$ cat src/rtl/lrsc_pkg.sv
// Shared types and constants for the LR/SC reservation unit.
// The entry fields are sized for the widest configuration the unit supports:
// 64-bit byte addresses and a 32-bit age. Narrower instances zero-extend
// into these fields, and the constant upper bits fold away in synthesis.
package lrsc_pkg;

    localparam int RES_WORD_W = 62;
    localparam int RES_AGE_W  = 32;

    localparam logic [31:0] SC_PASS_VAL = 32'd0;
    localparam logic [31:0] SC_FAIL_VAL = 32'd1;

    typedef enum logic [1:0] {
        OP_NONE = 2'd0,
        OP_LR   = 2'd1,
        OP_SC   = 2'd2,
        OP_ST   = 2'd3
    } op_kind_e;

    typedef struct packed {
        logic                  valid;
        logic [RES_WORD_W-1:0] addr;
        logic [RES_AGE_W-1:0]  age;
    } res_entry_t;

    // The decoder should raise only one strobe per cycle. If it raises
    // several, SC wins over LR, and LR wins over a plain store.
    function automatic op_kind_e decode_op(input logic lr_valid,
                                           input logic sc_valid,
                                           input logic st_valid);
        op_kind_e kind;
        kind = OP_NONE;
        if (sc_valid) begin
            kind = OP_SC;
        end else if (lr_valid) begin
            kind = OP_LR;
        end else if (st_valid) begin
            kind = OP_ST;
        end
        return kind;
    endfunction

endpackage

$ cat src/rtl/lrsc_res_entry.sv
// A reservation entry for one hart. It holds a valid bit, the reserved word
// address and an age counter. A set (LR) takes priority over everything
// else, so an LR issued on the cycle the entry expires keeps it alive.
// Age is only tracked while the entry is valid. The entry expires on the
// edge at which the age counter reaches TIMEOUT, which gives exactly
// TIMEOUT usable cycles after the LR.
module lrsc_res_entry import lrsc_pkg::*; #(
    parameter int WORD_W  = 30,
    parameter int TIMEOUT = 255,
    parameter int CNT_W   = 8
) (
    input  logic              clk,
    input  logic              rst_n,
    input  logic              set,
    input  logic              clear,
    input  logic              age_en,
    input  logic [WORD_W-1:0] word,
    output logic              valid,
    output logic [WORD_W-1:0] addr,
    output logic              match
);

    // Last age value at which the entry is still usable. One more cycle of
    // ageing takes the counter to TIMEOUT, and the entry drops at that point.
    localparam logic [CNT_W-1:0] AGE_LAST = CNT_W'(TIMEOUT - 1);

    res_entry_t entry_q;
    res_entry_t entry_d;

    // Next-state logic for the entry: set, then clear, then ageing/expiry.
    always_comb begin
        entry_d = entry_q;
        if (set) begin
            entry_d.valid = 1'b1;
            entry_d.addr  = RES_WORD_W'(word);
            entry_d.age   = '0;
        end else if (clear) begin
            entry_d.valid = 1'b0;
        end else if (age_en && entry_q.valid) begin
            entry_d.age = entry_q.age + RES_AGE_W'(1);
            if (entry_q.age == RES_AGE_W'(AGE_LAST)) begin
                entry_d.valid = 1'b0;
            end
        end
    end

    // Entry state register. Reset drops the reservation and zeroes the fields.
    always_ff @(posedge clk or negedge rst_n) begin
        if (!rst_n) begin
            entry_q <= '0;
        end else begin
            entry_q <= entry_d;
        end
    end

    assign valid = entry_q.valid;
    assign addr  = entry_q.addr[WORD_W-1:0];
    assign match = entry_q.valid && (entry_q.addr == RES_WORD_W'(word));

endmodule

$ cat src/rtl/lrsc_reservation_unit.sv
// LR/SC reservation unit for the barrel core. It keeps one reservation per
// hart, resolves store-conditionals in the same cycle they execute, and
// invalidates reservations on conflicting stores, on a passing SC to the
// same word, and on timeout. Reservations use 32-bit word granularity.
module lrsc_reservation_unit import lrsc_pkg::*; #(
    parameter int NUM_HARTS = 16,
    parameter int ADDR_W    = 32,
    parameter int TIMEOUT   = 255,
    parameter int CNT_W     = (TIMEOUT > 0) ? $clog2(TIMEOUT + 1) : 1,
    localparam int HART_W   = (NUM_HARTS > 1) ? $clog2(NUM_HARTS) : 1
) (
    input  logic                 i_clk,
    input  logic                 i_rst_n,
    input  logic [HART_W-1:0]    i_hart_id,
    input  logic                 i_lr_valid,
    input  logic                 i_sc_valid,
    input  logic                 i_st_valid,
    input  logic [ADDR_W-1:0]    i_addr,
    output logic                 o_sc_pass,
    output logic [31:0]          o_sc_rd,
    output logic [NUM_HARTS-1:0] o_res_valid
);

    localparam int   WORD_W = ADDR_W - 2;
    localparam logic AGE_ON = (TIMEOUT > 0);

    op_kind_e              op_kind;
    logic [WORD_W-1:0]     op_word;
    logic                  unused_byte_offset;
    logic                  age_en;

    logic [NUM_HARTS-1:0]  entry_set;
    logic [NUM_HARTS-1:0]  entry_clear;
    logic [NUM_HARTS-1:0]  entry_valid;
    logic [NUM_HARTS-1:0]  entry_match;
    logic [WORD_W-1:0]     entry_addr [NUM_HARTS];

    logic                  sel_valid;
    logic [WORD_W-1:0]     sel_addr;
    logic                  sc_pass;

    // The low two address bits pick a byte within the reserved word and
    // play no part in matching.
    assign op_word            = i_addr[ADDR_W-1:2];
    assign unused_byte_offset = ^i_addr[1:0];

    // With TIMEOUT of zero the age enable is tied low, so the counters
    // never advance and reservations persist until explicitly cleared.
    assign age_en = AGE_ON;

    // Collapse the decoder strobes into a single operation kind.
    always_comb begin
        op_kind = decode_op(i_lr_valid, i_sc_valid, i_st_valid);
    end

    // Evaluate the SC against the issuing hart's reservation as it stands
    // before the edge. An entry that expires on this edge still passes.
    always_comb begin
        sel_valid = entry_valid[i_hart_id];
        sel_addr  = entry_addr[i_hart_id];
        sc_pass   = (op_kind == OP_SC) && sel_valid && (sel_addr == op_word);
    end

    // Per-hart set/clear strobes: an LR sets the issuer's entry, and an SC
    // always clears the issuer's entry. A passing SC or any store also
    // clears every reservation that holds the same word.
    always_comb begin
        entry_set   = '0;
        entry_clear = '0;
        for (int h = 0; h < NUM_HARTS; h++) begin
            entry_set[h]   = (op_kind == OP_LR) && (i_hart_id == HART_W'(h));
            entry_clear[h] = ((op_kind == OP_SC) && (i_hart_id == HART_W'(h)))
                          || (sc_pass && entry_match[h])
                          || ((op_kind == OP_ST) && entry_match[h]);
        end
    end

    for (genvar h = 0; h < NUM_HARTS; h++) begin : g_entry
        lrsc_res_entry #(
            .WORD_W  (WORD_W),
            .TIMEOUT (TIMEOUT),
            .CNT_W   (CNT_W)
        ) u_entry (
            .clk    (i_clk),
            .rst_n  (i_rst_n),
            .set    (entry_set[h]),
            .clear  (entry_clear[h]),
            .age_en (age_en),
            .word   (op_word),
            .valid  (entry_valid[h]),
            .addr   (entry_addr[h]),
            .match  (entry_match[h])
        );
    end

    assign o_sc_pass   = sc_pass;
    assign o_sc_rd     = sc_pass ? SC_PASS_VAL : SC_FAIL_VAL;
    assign o_res_valid = entry_valid;

endmodule

$ cat config.mk
export PLATFORM = sky130hd
export DESIGN_NAME = lrsc_reservation_unit
export DESIGN_NICKNAME = d
export VERILOG_FILES = /design/src/rtl/lrsc_pkg.sv /design/src/rtl/lrsc_res_entry.sv /design/src/rtl/lrsc_reservation_unit.sv
export SDC_FILE = /design/constraint.sdc
export NUM_CORES = 2
export LEC_CHECK = 0
export CORE_MARGIN = 1.5
export CORE_UTILIZATION = 55
export DETAILED_ROUTE_END_ITERATION = 7
export GPL_ROUTABILITY_DRIVEN = 1
export PLACE_DENSITY_LB_ADDON = 0.12
export SYNTH_ARGS = -nofsm -noshare
export SYNTH_HDL_FRONTEND = slang
export SYNTH_HIERARCHICAL = 1
export SYNTH_SLANG_ARGS = --single-unit
$ cat constraint.sdc
create_clock -name i_clk -period 9.91 [get_ports i_clk]
set_clock_uncertainty 0.2 [all_clocks]
set_input_delay 2.973 -clock i_clk [delete_from_list [all_inputs] [get_ports i_clk]]
set_output_delay 2.973 -clock i_clk [all_outputs]
set_load 0.005 [all_outputs]
==> reports/metrics.cfg <==
[layout]
nFillCells=9453
nets=5510
instances_no_fill=7026
syn2layout_area_growth_pct=4.303
drive_gt1_frac=0.1915

[synthesis]
synth_top_area_share=0.4092
synth_fa_ha_area_frac=0.006495
synth_top_family_by_area=simple AND/OR/NAND/NOR gates
synth_area_mm2=0.06165
netlist_instances=5828
synth_edf_count=0
synth_area_per_cell_um2=10.58
ys_seq_area_frac=0.4092
muxShareOfSynthArea=0.1461
synthTopCellsByArea=dfrtp_1 41%, mux2_2 9.6%, xnor2_1 7.1%
synth-simple-area-share=0.1753
synthFlopType=dfrtp_1
synth.distinct_cells=81
ys_seq_elements=1008
async_flop_share=1.000
synth_compound_area_frac=0.08255
yosys_warnings=6
synth_xor_area_frac=0.08965
synth.largest_area_cell=dfrtp_1

[outcome]
status=finished clean

[global_route]
grt_max_degree=168
antenna_found_initial=9
grt_pass1_vias=42333
grt-ovfl-total=0
track_usage=0.2744
grt_pass1_wl_mm=248.1

[worst_setup_path]
timing.rr.start=g_entry[9].u_entry/addr[0]
crit_chain=buf_4 -> buf_4 -> mux4_2 -> a22o_1 -> a221oi_1 -> xor2_1 -> nand4_1 -> or4_4 -> nor2_1 -> and3_1 -> clkdlybuf4s50_1
critPathKind=input port to output pin
reg2reg_to=g_entry[2].u_entry/entry_q[31]
path_max_fanout=20
cp_common_cell=buf_4
cp-startpoint=i_hart_id[1]
r2r_slack_ns=4.22
cp-start-kind=input port
slowest_stage=or4_4
end_kind=output pin
crit_path_end=o_sc_pass
r2r_cells=15
crit_required_ns=6.74
max_stage_delay_ns=0.56
crit_arrival_ns=6.65

[clock_tree]
cts_tree=built
clock_latency_ns=0.71
postCtsSetupBuffers=0
root_buffer=clkbuf_16
cts-htree-levels=3
clock_tree.buffer_depth=3
cts_sinks=1008
cts_buffers=113
path_clk_slew_ns=0.06

[floorplanning]
rows=122
ios=90
core_area_mm2=0.1110
die_h_um=337.8
start_util=0.5555
die_w_um=337.8
die_area_mm2=0.1141

[timing]
timing.hold.ws_ns=0.3437
maxSlewViolCount=0
slew_headroom=0.2718
report.final.setup_viol=0
fmax_mhz=101.8
finalSetupTns_ns=0
finalHoldViolations=0
timing.final.crit_share=0.9916
rsz0062_at_grt=false
min_period_ns=9.826
tightest_slew_ns=1.092

[power]
power.leakage_nw=25.71
ir_worst_vdd_mv=0.1341
total_power_mw=12.03
power.density_mw_per_mm2=187.1

[drt]
first_pass_iters=6
antenna_left=0
wl_mm=156.6
drt_iter0_markers=3362
wire_per_inst_um=22.29
vias=44216
via_per_inst=6.293
post-route-drc-count=0

[placed_design]
place_hpwl_mm=104.6
routabilityCongestion=0.9632
numPortBuffers=56
post-place-cells=6810

[flow_run]
drv_cap=0

[hold_path]
hold_path_class=flip-flop to flip-flop

-- how the worst min path moves through the flow --
stage                                             start                       endpoint  cells past startpoint
after floorplan           g_entry[9].u_entry/entry_q[7]  g_entry[9].u_entry/entry_q[7]                      2
after global placement       g_entry[0].u_entry/addr[0]     g_entry[0].u_entry/addr[0]                      1
after detailed placement  g_entry[0].u_entry/entry_q[7]  g_entry[0].u_entry/entry_q[7]                      2
after CTS                 g_entry[9].u_entry/entry_q[7]  g_entry[9].u_entry/entry_q[7]                      2
after global routing      g_entry[9].u_entry/entry_q[7]  g_entry[9].u_entry/entry_q[7]                      2
final                     g_entry[4].u_entry/entry_q[7]  g_entry[4].u_entry/entry_q[7]                      2
-- worst max-delay path: cells and delay by family --
family	cells	cell delay [ns]
compound gates	2	0.54
xor+xnor	1	0.21
buf+inv	3	1.26
mux	1	0.41
simple gates	4	1.23
-- flip-flops by register name (all words and copies together) (netlist names) --
signal,flops
g_entry.u_entry/entry_q,512
g_entry.u_entry/addr,480
g_entry.u_entry/valid,16
-- cell usage after synthesis (59+ instances only) --
| library cell | n |
|---|---|
| or3_1 | 125 |
| or4_1 | 265 |
| mux2_2 | 528 |
| xor2_1 | 129 |
| nand3_1 | 150 |
| o21ai_0 | 135 |
| nand2_1 | 203 |
| nor2_1 | 209 |
| nor4_1 | 148 |
| nand4_1 | 287 |
| a21oi_1 | 345 |
| o31ai_1 | 205 |
| mux2i_1 | 65 |
| dfrtp_1 | 1008 |
| inv_1 | 109 |
| nor3_1 | 59 |
| xnor2_1 | 502 |
| buf_4 | 521 |
| clkbuf_1 | 153 |
| mux4_2 | 93 |
-- what timing repair did --
action	CTS	global route
resized for setup	0	1
hold buffers	0	0
endpoints found under the setup margin	0	1
-- power by group --
group          switching [mW]  internal (mW)  leakage [nW]
sequential              0.679           4.66          13.4
clock                    1.78           2.69          1.94
combinational            1.08           1.13          10.4
-- routing by layer --
layer,vias to the layer above,global-route usage,wire length [µm]
li1,20357,-,-
met1,22434,0.3955,70520
met2,1143,0.4229,71380
met3,276,0.04845,10250
met4,6,0.08119,4435
met5,-,0,45
-- final cells by class --
class / count / area [µm²] / area share
timing repair buffer: 178 / 1469 / 0.02285
multi-input combinational: 4025 / 31350 / 0.4875
clock buffer: 159 / 3283 / 0.05106
antenna: 4 / 10.01 / 0.0001557
inverter: 111 / 416.7 / 0.006480
clock inverter: 53 / 688.2 / 0.01070
tap: 1488 / 1862 / 0.02896
sequential: 1008 / 25220 / 0.3923
-- cells in the final DEF (no fill, tap or decap), types with 20 or more instances in the layout --
cell type and count:
mux2_2 528, clkdlybuf4s50_1 22, nand3_1 150, nand4_1 287
nor4_1 148, nand2_1 203, clkinv_2 22, a21oi_1 345
mux4_2 93, nor3_1 59, clkbuf_16 115, or3_1 125
xor2_1 129, nor2_1 193, and3_1 22, clkbuf_1 20
dfrtp_1 1008, xnor2_1 502, or4_1 265, ha_1 32
and4_1 52, nor2b_1 39, inv_1 109, o21ai_0 134
o31ai_1 205, mux2i_1 65, conb_1 106, a211oi_1 21
and2_1 34, clkbuf_8 24, buf_2 30, buf_4 113
-- cells by family after synthesis --
| kind of cell | after synthesis |
|---|---|
| XOR/XNOR | 631 |
| adder cells (fa/ha/maj) | 32 |
| multiplexers | 698 |
| flip-flops | 1008 |
| AND/OR/NAND/NOR | 1735 |
| buffers and inverters | 899 |
| other | 2 |
| AO/OA/AOI/OAI | 823 |
-- metrics by stage --
stage | setup slack (ns) | cell area (µm²) | util
floorplan | 1.376 | 62040 | -
global placement | 0.1332 | 60320 | 0.5435
detailed placement | 0.1427 | 60320 | 0.5435
CTS | 0.1325 | 64290 | 0.5793
global route | 0.003372 | 64290 | 0.5793
finish | 0.08352 | 64300 | 0.5794
No activity file was read; power rests on OpenSTA's default activity.
